File: src/rtl/adder_pipe.sv
// Pipelined ripple-carry adder: one SEG-bit segment per stage, carry registered between stages.
// Latency NSEG clocks, one add per clock; whole pipe stalls on out_valid & ~out_ready. Macro ADD_SUB_EN adds a subtract port.
module adder_pipe #(
   parameter int WIDTH = 32,
   parameter int SEG   = 8
) (
   input  logic             clk,
   input  logic             rst,
   input  logic             in_valid,
   output logic             in_ready,
`ifdef ADD_SUB_EN
   input  logic             sub,
`endif
   input  logic [WIDTH-1:0] a,
   input  logic [WIDTH-1:0] b,
   input  logic             cin,
   output logic             out_valid,
   input  logic             out_ready,
   output logic [WIDTH-1:0] sum,
   output logic             cout,
   output logic             ovf
);

   localparam int NSEG = WIDTH / SEG;

   logic             adv;
   logic [WIDTH-1:0] b_x;
   logic             c_x;

   assign adv      = out_ready | ~out_valid;
   assign in_ready = adv;

   // Subtract is folded in at entry as a + ~b + 1, so later stages only ever add.
`ifdef ADD_SUB_EN
   assign b_x = sub ? ~b : b;
   assign c_x = sub ? 1'b1 : cin;
`else
   assign b_x = b;
   assign c_x = cin;
`endif

   for (genvar k = 0; k < NSEG; k++) begin : stg
      localparam int RW = WIDTH - k * SEG;

      logic [RW-1:0]        a_i;
      logic [RW-1:0]        b_i;
      logic                 c_i;
      logic                 v_i;
      logic [SEG:0]         r;
      logic [(k+1)*SEG-1:0] s_nxt;
      logic [(k+1)*SEG-1:0] sum_q;
      logic                 cy_q;
      logic                 vld_q;

      if (k == 0) begin : head
         assign a_i   = a;
         assign b_i   = b_x;
         assign c_i   = c_x;
         assign v_i   = in_valid;
         assign s_nxt = r[SEG-1:0];
      end else begin : body
         assign a_i   = stg[k-1].fwd.ra_q;
         assign b_i   = stg[k-1].fwd.rb_q;
         assign c_i   = stg[k-1].cy_q;
         assign v_i   = stg[k-1].vld_q;
         assign s_nxt = {r[SEG-1:0], stg[k-1].sum_q};
      end

      assign r = {1'b0, a_i[SEG-1:0]} + {1'b0, b_i[SEG-1:0]} + {{SEG{1'b0}}, c_i};

      always_ff @(posedge clk or posedge rst) begin
         if (rst) begin
            vld_q <= 1'b0;
            cy_q  <= 1'b0;
            sum_q <= '0;
         end else if (adv) begin
            vld_q <= v_i;
            cy_q  <= r[SEG];
            sum_q <= s_nxt;
         end
      end

      // Operand skew: bits not yet added travel alongside toward their stage.
      if (k < NSEG - 1) begin : fwd
         logic [RW-SEG-1:0] ra_q;
         logic [RW-SEG-1:0] rb_q;

         always_ff @(posedge clk or posedge rst) begin
            if (rst) begin
               ra_q <= '0;
               rb_q <= '0;
            end else if (adv) begin
               ra_q <= a_i[RW-1:SEG];
               rb_q <= b_i[RW-1:SEG];
            end
         end
      end

      if (k == NSEG - 1) begin : last
         logic msb_cin;
         logic ovf_q;

         assign msb_cin = a_i[SEG-1] ^ b_i[SEG-1] ^ r[SEG-1];

         always_ff @(posedge clk or posedge rst) begin
            if (rst)
               ovf_q <= 1'b0;
            else if (adv)
               ovf_q <= msb_cin ^ r[SEG];
         end
      end
   end

   assign out_valid = stg[NSEG-1].vld_q;
   assign sum       = stg[NSEG-1].sum_q;
   assign cout      = stg[NSEG-1].cy_q;
   assign ovf       = stg[NSEG-1].last.ovf_q;

endmodule

File: config.mk
export PLATFORM = sky130hd
export DESIGN_NAME = adder_pipe
export DESIGN_NICKNAME = d
export VERILOG_FILES = /design/src/rtl/adder_pipe.sv
export SDC_FILE = /design/constraint.sdc
export NUM_CORES = 1
export LEC_CHECK = 0
export CAP_MARGIN = 20
export CELL_PAD_IN_SITES_DETAIL_PLACEMENT = 2
export CELL_PAD_IN_SITES_GLOBAL_PLACEMENT = 2
export CORE_ASPECT_RATIO = 1.25
export CORE_MARGIN = 3
export CORE_UTILIZATION = 42
export DETAILED_ROUTE_END_ITERATION = 12
export DONT_BUFFER_PORTS = 1
export GPL_ROUTABILITY_DRIVEN = 0
export GPL_TIMING_DRIVEN = 0
export PLACE_DENSITY_LB_ADDON = 0.1
export SLEW_MARGIN = 20
export SYNTH_ARGS = -nofsm -noshare
export SYNTH_HDL_FRONTEND = slang
export SYNTH_SLANG_ARGS = --single-unit
File: constraint.sdc
create_clock -name clk -period 14.14 [get_ports clk]
set_input_delay 2.828 -clock clk [delete_from_list [all_inputs] [get_ports clk]]
set_output_delay 2.828 -clock clk [all_outputs]
set_load 0.02 [all_outputs]
After elaboration in Yosys (flattened, before gate mapping)
Cells that the tools add are included.
{ "word_totals": {"word_cells": 32, "ff_bits": 185, "out_inout_bits": 36, "in_bits": 69} }
{ "op_classes": {"bitwise_logic": 5, "add_sub_neg": 8} }
{ "op_table": {"columns": ["operator", "n"], "rows": [
  ["adder 8 x 8 -> 9 bit", 4],
  ["adder 9 x 1 -> 9 bit", 4],
  ["bitwise XOR 1 bit", 3],
  ["NOT 1 bit", 1],
  ["bitwise OR 1 bit", 1]
]} }

Depth between registers and ports, before layout
{ "depth": {"depth_word": 4, "depth_mapped": 7, "depth_no_buf": 7} }

Least setup slack after synthesis
No wires, ideal clock.
{ "synth_timing": {"path_type": "in2out", "start": "input port out_ready", "end": "output port in_ready", "arrival_time_ns": 3.503, "cell_stages": 4, "path_buffers": 2, "slack_ns": 7.809, "path_cell_list": "nor2b_1 clkinv_1 buf_2 buf_1"} }
{ "synth_via": {"elab_chain_cells": 1} }
{ "synth_lines": {"columns": ["item", "line", "source"], "rows": [
  ["start, declared", "18", "input logic out_ready,"],
  ["bitwise OR 1 bit", "30", "assign adv = out_ready | ~out_valid;"],
  ["end, declared", "10", "output logic in_ready,"]
]} }
Every way passes these cells.

Worst setup path after layout
Ends and elaborated chain as after synthesis.

==> impl_metrics.ini <==
[logic_synthesis]
synthTopCellsByCount = nand2_1 (489), dfrtp_1 (185), ha_1 (28)
ys_top_cells_by_area = dfrtp_1 (56%), nand2_1 (22%), ha_1 (4.3%)
synthesis.area_sq_um = 8200
synth_most_common_cell = nand2_1
synthCells = 912
seq_area_frac_synth_pct = 56.5
synth_ff_type = dfrtp_1
synth.ff_latch_count = 185
synthArstFlopShare_pct = 100
synth_cell_type_count = 39
synth.largest_area_cell = dfrtp_1
synth-edff-count = 0
syn_area_per_cell_sq_um = 8.99
yosys_warnings = 0
syn-num-nets = 1017
yosysTopAreaCellShare_pct = 56.5

[sta]
timing_hold_violations_final = 0
finalClockSkew_ns = 0.00819
period_share_pct = 48.5
slew_headroom_pct = 40.9
finalSetupTns_ns = 0
whs_ns = 0.470
drv_slew = 0
worst_pin_slew_ns = 0.887
period_needed_ns = 6.86
setup_violations = 0
timing.fmax_ghz = 0.146
rsz0062_at_grt = no

[cts]
cts_inserted_buffers = 17
cts_resized = 0
path_clk_slew_ns = 0.07
postCtsSetupRepairBufs = 0
cts_root_buf = clkbuf_16
clock_sinks = 185
htreeDepth = 4
clockBufferDepth = 2
clk-insertion-delay-late_ns = 0.44
postCtsHoldBufs = 0
tritoncts = yes

[grt]
grt_pass1_vias = 7498
track_usage_pct = 24.7
antenna_found_initial = 0
gr-total-overflow = 0
grt_pass1_wl_microns = 40400
grt_max_degree = 99

[placed_design]
dp_hpwl_microns = 17200
io_buffers = 0

[critical_path]
cp-start-kind = input pin
worstPathRequired_ns = 11.31
r2r_setup_slack_ns = 11.54
worst_setup_path_end_kind = primary output
cp.buffers_inverters = 3
critPathKind = input pin to primary output
cp.arrival_ns = 4.04
crit_chain = nor2b_1, clkinv_1, buf_2, buf_1
cpPeakStageDelay_ns = 0.71
crit_slowest_cell = buf_1
cp_top_family = buffers and inverters
cp_max_fo = 10

[drt]
drt_iter0_drc = 255
drc = 0
viasPerCell = 5.21
dr.pass1.iters = 4
routed_wl_microns = 24900
vias = 6278
post_drt_wl_per_cell_microns = 20.6
ant_nets = 0

[final_layout]
drive_above_1_share_pct = 6.36
fillers = 2060
register_area_sq_um = 4630
num_antenna_cells = 0
final_nets = 1037
multi_input_area_sq_um = 3340
area_growth_pct = 12.1

[power_and_ir_drop]
power.switching_fraction_pct = 41.4
power_frac_seq_pct = 42.1
p_clk_share_pct = 22.0
p_leak_nw = 4.77
pwr-share-comb_pct = 35.9
vdd_drop_max_mv = 0.0984
power_density_nw_per_um2 = 254
internal_power_mw = 1.37
p_sw_mw = 0.967
power_mw = 2.33

[floorplanning]
row_count = 56
start_util_pct = 43.2
fp.dieW_microns = 131
die_area_sq_um = 21200
core_sq_um = 19000
die_y_microns = 162
io_pins = 105

[run]
cap_violations = 0

[worst_hold_path]
hp-class = flip-flop to flip-flop

[outcome]
status = completed
[worst paths after layout]
path	cells after the start	endpoint	start
max in group asynchronous	2	sum[24]	rst
setup / recovery	4	in_ready	out_ready
hold / removal	2	stg[2].sum_q[7]	stg[2].sum_q[7]
setup reg to reg	7	ovf	stg[2].cy_q
hold reg to reg	2	stg[2].sum_q[7]	stg[2].sum_q[7]
min in group asynchronous	1	sum[8]	rst
[power by group through the flow]
stage          sequential [mW]  clock [mW]  combinational (mW)
4_1_cts                  0.987       0.521               0.852
6_report                 0.983       0.513               0.839
3_5_place_dp             0.987           0               0.810
5_1_grt                   1.01       0.548               0.946
3_3_place_gp             0.973           0               0.739
2_1_floorplan            0.929           0               0.585
[stage by stage]
step           cell area, sq um  setup WS, ns  utilization, %  std cells
3_3_place_gp               8520          4.39            44.9       1173
3_5_place_dp               8560          7.28            45.1       1174
4_1_cts                    9190          7.25            48.4       1205
6_report                   9190          7.28            48.4       1205
5_1_grt                    9190          7.25            48.4       1205
2_1_floorplan              8200          6.28               -        912
[layer usage]
metal | wire, microns | vias up | global-route usage (%)
li1 | - | 2932 | -
met1 | 9820 | 3175 | 28.2
met2 | 13500 | 124 | 45.3
met3 | 902 | 47 | 4.51
met4 | 682 | 0 | 8.70
met5 | 0 | - | 0
[state kept, by name, summed over array words and instances (netlist names)]
name and count:
out_valid 1, stg.sum_q 48, ovf 1, cout 1, stg.cy_q 3, stg.fwd.ra_q 48, stg.vld_q 3, sum 32
stg.fwd.rb_q 48
[cell families (layout without fill, tap and decap cells)]
group,after synthesis,after routing,synth area share [%]
AND/OR/NAND/NOR,532,532,25.5
flip-flops,185,185,56.5
AO/OA/AOI/OAI,84,84,6.67
buffers and inverters,53,85,2.76
adder cells (fa/ha/maj),36,36,6.23
XOR/XNOR,19,19,2.03
multiplexers,3,3,0.366
[final cells by class]
| type | instances | share of cell area, % |
|---|---|---|
| inverter | 7 | 0.368 |
| tap | 261 | 3.55 |
| buffer | 46 | 2.18 |
| timing repair buffer | 1 | 0.300 |
| clock inverter | 11 | 1.87 |
| multi-input combinational | 674 | 36.4 |
| sequential | 185 | 50.4 |
| clock buffer | 20 | 4.97 |
[worst reg2reg max path: stages, from the launching register on]
cell and delay [ns]:
dfrtp_1 0.40, fa_1 0.53, fa_1 0.49, a211oi_2 0.30, o21ai_1 0.15, a31oi_1 0.35, xnor2_1 0.19, o21ai_2 0.08
[cell usage in the layout, fill, tap and decap left out, drive strengths merged, types with 3 or more instances in the layout]
master  count
nor3b       8
bufinv      4
o21ai      20
a221oi      4
xor2        6
a211oi      5
o21bai      4
dfrtp     185
buf        23
ha         28
nand2b      4
a21oi      28
fa          8
mux2i       3
clkinv      6
nand2     489
clkbuf     44
xnor2      13
nor3        8
nand3       4
nor2       11
inv         6
a21o       14
(Power assumes the default switching activity.)
